`src/rtl/machine_d_pkg.sv`:
```
// Shared constants for the machine_d up/down sequencer.
//   STATE_W  : width of the state vector
//   S_RESET  : state code forced while RESET is low
//   DIR_UP   : value of x that selects counting up
//   DIR_DOWN : value of x that selects counting down
package machine_d_pkg;

  localparam int unsigned STATE_W = 3;

  localparam logic [STATE_W-1:0] S_RESET = 3'b000;

  localparam logic DIR_UP   = 1'b0;
  localparam logic DIR_DOWN = 1'b1;

endpackage

```
`src/rtl/d_ff.sv`:
```
// Single-bit D flip-flop with asynchronous active-low reset.
//   CLK   : clock, Q updates on the rising edge
//   RESET : asynchronous active-low reset, forces Q to RstVal
//   D     : data input
//   Q     : registered output
module d_ff #(
  parameter logic RstVal = 1'b0
) (
  input  logic CLK,
  input  logic RESET,
  input  logic D,
  output logic Q
);

  always_ff @(posedge CLK or negedge RESET) begin
    if (!RESET) begin
      Q <= RstVal;
    end else begin
      Q <= D;
    end
  end

endmodule

```
`src/rtl/machine_d.sv`:
```
// 3-bit Moore up/down sequencer built from three D flip-flops.
//   RESET : asynchronous active-low reset, S returns to 000 immediately
//   CLK   : clock, state advances on the rising edge
//   x     : direction, 0 counts up, 1 counts down (wraps in both directions)
//   S     : current state, taken straight from the flip-flop outputs
module machine_d
  import machine_d_pkg::*;
(
  input  logic               RESET,
  input  logic               CLK,
  input  logic               x,
  output logic [STATE_W-1:0] S
);

  logic [STATE_W-1:0] d;
  logic               down;

  assign down = (x == DIR_DOWN);

  // Bit 0 toggles every step; bit 1 toggles on a carry (up) or borrow (down) out of
  // bit 0; bit 2 toggles when the lower two bits are about to carry or borrow.
  assign d[0] = ~S[0];
  assign d[1] = S[1] ^ S[0] ^ x;
  assign d[2] = S[2] ^ (down ? (~S[1] & ~S[0]) : (S[1] & S[0]));

  for (genvar i = 0; i < STATE_W; i++) begin : g_bit
    d_ff #(
      .RstVal(S_RESET[i])
    ) u_ff (
      .CLK  (CLK),
      .RESET(RESET),
      .D    (d[i]),
      .Q    (S[i])
    );
  end

endmodule

```
`config.mk`:
```
export PLATFORM = sky130hd
export DESIGN_NAME = machine_d
export DESIGN_NICKNAME = d
export VERILOG_FILES = /design/src/rtl/machine_d_pkg.sv /design/src/rtl/d_ff.sv /design/src/rtl/machine_d.sv
export SDC_FILE = /design/constraint.sdc
export NUM_CORES = 1
export LEC_CHECK = 0
export ABC_AREA = 0
export ABC_CLOCK_PERIOD_IN_PS = 1240
export CORE_AREA = 2 2 39 41
export CTS_CLUSTER_DIAMETER = 200
export DETAILED_ROUTE_END_ITERATION = 12
export DIE_AREA = 0 0 41 43
export HOLD_SLACK_MARGIN = 0.05
export PLACE_DENSITY = 0.38
export REMOVE_ABC_BUFFERS = 1
export SLEW_MARGIN = 40
export SYNTH_ARGS = -nofsm -noshare
export SYNTH_HDL_FRONTEND = slang
export SYNTH_HIERARCHICAL = 1
export SYNTH_SLANG_ARGS = --single-unit
```
`constraint.sdc`:
```
create_clock -name CLK -period 1.24 [get_ports CLK]
set_input_delay 0.31 -clock CLK [delete_from_list [all_inputs] [get_ports CLK]]
set_output_delay 0.31 -clock CLK [all_outputs]
set_load 0.005 [all_outputs]
```
==> flow_summary.yaml, run 1 <==
clock_network:
  cts.clk_slew.worst_paths_ns: 0.04
  worst_skew_pair.late_latency_ns: 0.23
  cts.sinks: 3
  cts_htree_levels: 1
  cts_inserted_buffers: 3
  max-clock-path-buffers: 2
  clk_root_buffer_cell: "clkbuf_4"
  cts_tree: "done"
setup_path:
  timing.critical_path.cells: "dlygate4sd2_1"
  critical_path.startpoint_type: "flip-flop"
  timing.critical_path.required_ns: 0.93
  critPathTopFamily: "flip-flops"
  timing.critical_path.to_type: "output pin"
  cp_data_arrival_time_ns: 0.86
  worstPathBufferInverterCount: 1
  cell_with_the_largest_stage_delay_on_the_worst_path: "dfrtp_1"
  crit_fanout: 2
  crit-reg2reg-launch: "g_bit[0].u_ff/Q"
  startpoint: "g_bit[1].u_ff/Q"
  critical-path-max-stage-delay_ns: 0.36
  worstSetupPathType: "reg2out"
place:
  preCtsSetupSlack_ns: -0.0521
  finalWeightedCongestion: 0.466
  dp_cells: 32
  io_buffers: 5
  placement.cell_area_um2: 213
route:
  finalWirelength_um: 266
  drt.antenna.violating_nets: 0
  first_iter_violations: 0
  post_drt_wl_per_cell_um: 6.82
  remaining_drc_errors: 0
  routed-wl-met3_um: 55
  dr.max_layer_used: "met3"
  vias_per_inst: 2.92
  routed-via-count: 114
  firstDrtPassIters: 1
  routedLengthMet1_um: 92
  route.met2.wl_um: 118
layout:
  layout.core_utilization_pct: 18.6
  largest_registers: "g_bit.u_ff/Q: 3 flops"
  final_design_area_no_fill_um2: 258
  flip_flop_count_of_the_largest_register_all_copies_and_words_added: 3
  fill_cells: 156
  finalNonFillerCells: 39
  regArea_um2: 75.1
  drive_above_1_share_pct: 30.4
  layout-area-overhead-vs-synth_pct: 90.7
  num-nets-final: 29
  area_used_by_multi_input_combinational_logic_um2: 52.6
  antenna-diode-count: 0
  register_with_the_highest_flop_count: "g_bit.u_ff/Q"
timing:
  timing.slew.headroom_pct: 87.3
  setup_viol_count_final: 0
  timing.final.ws_setup_ns: 0.0740
  fmax_mhz: 858
  final.setup.tns_ns: 0
  fin_crit_sh_pct: 94.0
  final.setup_skew_ns: 0.00203
  timing_max_transition_violations_final: 0
  finalHoldWorstSlack_ns: 0.257
  final.min_clock_period_ns: 1.17
  hold_viol_final: 0
  rsz_0062_raised_after_global_routing: "no"
  max_slew.worst_pin.slew_ns: 0.186
yosys:
  synth_most_common_cell: "dfrtp_1"
  synthesis.yosys.warnings: 6
  synth_largest_type_area_fraction_pct: 55.6
  postSynth.topFlopCell: "dfrtp_1"
  synth.top_cells.by_area: "dfrtp_1, ha_1, mux2i_1"
  mappedNetlistArea_um2: 135
  synth_area_leader_cell: "dfrtp_1"
  ys_seq_area_share_pct: 55.6
  synth.ff_latch_count: 3
  async_set_or_reset_register_ratio_after_synthesis_pct: 100
  post_synth_num_cell_types: 6
  post_synth_inst_count: 10
  syn_avg_cell_area_um2: 13.5
  synth_commonest_cells: "dfrtp_1, ha_1, inv_1"
  number_of_enable_type_register_cells_in_the_synthesized_netlist: 0
global_route:
  grt_first_pass_wirelength_um: 386
  grt_overflow_total: 0
  grt.total_usage_pct: 4.22
  grt_antenna_before_repair: 0
  grt_pass1_vias: 113
  grt_start_max_net_pins: 4
die:
  die-height_um: 43
  fp-row-count: 14
  core_um2: 1380
  initial_utilization_pct: 9.76
  dieArea_um2: 1760
  ioPinCount: 6
  chipWidth_um: 41
run:
  maxCapViolCount: 0
power_and_ir_drop:
  vdd.ir_drop.worst_v: 0.000275
  leakagePower_nw: 0.131
  power_density_nw_per_um2: 1930
  total_power_mw: 0.499
status:
  run_status: "completed"
hold_path:
  min_path_type: "in2async"
[metal layers]
| layer | global-route usage (%) | vias to the layer above |
|---|---|---|
| met2 | 4.06 | 6 |
| li1 | - | 58 |
| met5 | 0 | - |
| met1 | 3.23 | 50 |
| met4 | 6.00 | 0 |
| met3 | 5.24 | 0 |
[what timing repair did]
item / in CTS / in global routing
buffers inserted: 3 / 0
hold buffers: 0 / 0
endpoints found under the setup margin: 3 / 0
resized for setup: 3 / 0
[kinds of logic after synthesis]
kind of cell,after synthesis,share of synthesized area [%]
buffers and inverters,2,5.56
xor gates and xnor gates,2,13.0
DFF,3,55.6
adders and majority gates,2,18.5
muxes,1,7.41
[power breakdown]
group / internal, mW / total (mW) / switching [mW]
combinational: 0.116 / 0.180 / 0.0643
clock: 0.121 / 0.171 / 0.0506
sequential: 0.133 / 0.147 / 0.0142
[cell usage in the layout (no fill, tap or decap), drive strengths merged]
cell type / count
buf: 4
clkbuf: 4
xnor2: 1
dlygate4sd2: 3
mux2i: 1
dfrtp: 3
inv: 2
xor2: 1
ha: 2
clkdlybuf4s50: 2
[layout make-up]
type                            instances  area share, %
Clock buffer                            4           10.2
Multi-Input combinational cell          5           20.4
Sequential cell                         3           29.1
Timing Repair Buffer                    9           29.6
Inverter                                2           2.91
Tap cell                               16           7.77
[final timing paths]
path / to / slack, ns / depth (start not counted)
max: S[1] / 0.07 / 1
min: g_bit[2].u_ff/Q / 0.26 / 1
max reg2reg: g_bit[2].u_ff/Q / 0.17 / 4
min reg2reg: g_bit[0].u_ff/Q / 0.53 / 2
max in group asynchronous: g_bit[0].u_ff/Q / 0.84 / 1
min in group CLK: g_bit[0].u_ff/Q / 0.53 / 2
(Power assumes the default switching activity.)
==> run 2, diff against run 1 <==
--- a/config.mk
+++ b/config.mk
@@ -8,6 +8,7 @@
 export ABC_AREA = 0
 export ABC_CLOCK_PERIOD_IN_PS = 1240
 export CORE_AREA = 2 2 39 41
+export CTS_BUF_LIST = sky130_fd_sc_hd__clkbuf_4 sky130_fd_sc_hd__clkbuf_8 sky130_fd_sc_hd__clkbuf_16
 export CTS_CLUSTER_DIAMETER = 200
 export DETAILED_ROUTE_END_ITERATION = 12
 export DIE_AREA = 0 0 41 43
==> run 2 against run 1 <==
  * Worst hold slack about the same
  * Flip-flop and latch count unchanged
  * Largest cell class unchanged
  * Non-clock buffer count unchanged
  * Routed wire length increased by 1.1%
  * Via count unchanged
  * Final area increased by 1.5%
  * Fmax about the same
  * Setup slack got worse by 0.00097 ns
  * Clock skew decreased by 0.00088 ns
==> flow_summary.yaml, run 2 (synthesis gave the netlist of run 1 again) <==
route:
  routed-via-count: 114
  finalWirelength_um: 269
  firstDrtPassIters: 1
  remaining_drc_errors: 0
  first_iter_violations: 0
  drt.antenna.violating_nets: 0
  vias_per_inst: 2.92
  post_drt_wl_per_cell_um: 6.90
die:
  ioPinCount: 6
  die-height_um: 43
  initial_utilization_pct: 9.76
  core_um2: 1380
  dieArea_um2: 1760
  fp-row-count: 14
  chipWidth_um: 41
setup_path:
  timing.critical_path.cells: "dlygate4sd2_1"
  worstPathBufferInverterCount: 1
  cell_with_the_largest_stage_delay_on_the_worst_path: "dfrtp_1"
  critPathTopFamily: "flip-flops"
  worstSetupPathType: "reg2out"
  critical_path.startpoint_type: "flip-flop"
  timing.critical_path.required_ns: 0.93
  timing.critical_path.to_type: "output pin"
  crit_fanout: 2
  crit-reg2reg-launch: "g_bit[0].u_ff/Q"
  cp_data_arrival_time_ns: 0.86
  critical-path-max-stage-delay_ns: 0.36
  startpoint: "g_bit[1].u_ff/Q"
timing:
  fmax_mhz: 857
  rsz_0062_raised_after_global_routing: "no"
  fin_crit_sh_pct: 94.1
  final.min_clock_period_ns: 1.17
  timing_max_transition_violations_final: 0
  timing.final.ws_setup_ns: 0.0730
  setup_viol_count_final: 0
  finalHoldWorstSlack_ns: 0.257
  final.setup_skew_ns: 0.00115
  final.setup.tns_ns: 0
  timing.slew.headroom_pct: 87.4
  max_slew.worst_pin.slew_ns: 0.184
  hold_viol_final: 0
power_and_ir_drop:
  share_seq_of_total_power_pct: 28.3
  power.share.combinational_pct: 34.7
  clock_power_share_pct: 37.1
  leakagePower_nw: 0.134
  power.share.switching_pct: 24.8
  power_density_nw_per_um2: 1990
  power.net_switching_mw: 0.129
  cell_internal_pwr_mw: 0.391
  vdd.ir_drop.worst_v: 0.000275
clock_network:
  cts.clk_slew.worst_paths_ns: 0.04
  cts_htree_levels: 1
  worst_skew_pair.late_latency_ns: 0.23
  cts_tree: "done"
  clk_root_buffer_cell: "clkbuf_4"
  cts_inserted_buffers: 3
  ctsHoldBuffers: 0
  cts.sinks: 3
  max-clock-path-buffers: 2
layout:
  num-nets-final: 29
  largest_registers: "g_bit.u_ff/Q: 3 flops"
  antenna-diode-count: 0
  register_with_the_highest_flop_count: "g_bit.u_ff/Q"
  flip_flop_count_of_the_largest_register_all_copies_and_words_added: 3
  layout-area-overhead-vs-synth_pct: 93.5
  final_design_area_no_fill_um2: 262
  finalNonFillerCells: 39
  drive_above_1_share_pct: 34.8
  leading_cell_types_in_the_layout_fill_and_taps_excluded: "clkbuf_4, buf_4, dfrtp_1, dlygate4sd2_1"
global_route:
  grt.total_usage_pct: 4.22
  grt_antenna_before_repair: 0
  grt_start_max_net_pins: 4
  grt_first_pass_wirelength_um: 386
  grt_overflow_total: 0
  grt_pass1_vias: 113
place:
  preCtsSetupSlack_ns: -0.0521
  io_buffers: 5
  placement.cell_area_um2: 213
  dp_cells: 32
  finalWeightedCongestion: 0.466
hold_path:
  min_path_type: "in2async"
status:
  run_status: "completed"
run:
  maxCapViolCount: 0
[run 2: cell types whose count changed in the layout (fill, tap and decap cells not counted)]
cell	previous run	this run
clkbuf_1	1	0
clkbuf_4	3	4
[run 2: per-layer routing]
layer / vias up / GRT usage, % / routed length [um]
li1: 58 / - / -
met1: 50 / 3.23 / 92
met2: 6 / 4.06 / 121
met3: 0 / 5.24 / 55
met4: 0 / 6.00 / 0
met5: - / 0 / 0
[run 2: area by class of cell]
class / count / area (um^2)
Clock buffer: 4 / 30.0
Fill cell: 156 / 1120
Inverter: 2 / 7.51
Multi-Input combinational cell: 5 / 52.6
Sequential cell: 3 / 75.1
Tap cell: 16 / 20.0
Timing Repair Buffer: 9 / 76.3
[run 2: final timing paths]
check	depth (start not counted)	endpoint	slack, ns
hold reg to reg	2	g_bit[0].u_ff/Q	0.53
setup reg to reg	4	g_bit[2].u_ff/Q	0.17
setup / recovery	1	S[1]	0.07
hold / removal	1	g_bit[2].u_ff/Q	0.26
min in group CLK	2	g_bit[0].u_ff/Q	0.53
max in group asynchronous	1	g_bit[0].u_ff/Q	0.85
[run 2: repair_timing]
| action | CTS | global route |
|---|---|---|
| setup endpoints to repair | 3 | 0 |
| resized for setup | 3 | 0 |
| buffers inserted | 3 | 0 |
[run 2: per-stage QoR]
| stage | power (mW) | util [%] |
|---|---|---|
| 2_1_floorplan | 0.221 | - |
| 3_3_place_gp | 0.310 | 15.4 |
| 3_5_place_dp | 0.311 | 15.4 |
| 4_1_cts | 0.540 | 18.9 |
| 5_1_grt | 0.565 | 18.9 |
| 6_report | 0.520 | 18.9 |
[run 2: power by group through the flow]
stage	Sequential [mW]	Clock, mW	Combinational [mW]
finish	0.147	0.193	0.180
global route	0.151	0.211	0.203
CTS	0.147	0.206	0.187
detailed placement	0.160	0	0.152
global placement	0.158	0	0.151
floorplan	0.161	0	0.0604
==> run 3, diff against run 2 <==
--- a/config.mk
+++ b/config.mk
@@ -12,6 +12,7 @@
 export CTS_CLUSTER_DIAMETER = 200
 export DETAILED_ROUTE_END_ITERATION = 12
 export DIE_AREA = 0 0 41 43
+export GPL_ROUTABILITY_DRIVEN = 0
 export HOLD_SLACK_MARGIN = 0.05
 export PLACE_DENSITY = 0.38
 export REMOVE_ABC_BUFFERS = 1
==> results of run 3 <==
Final layout, timing and power as in run 2 (identical DEF).
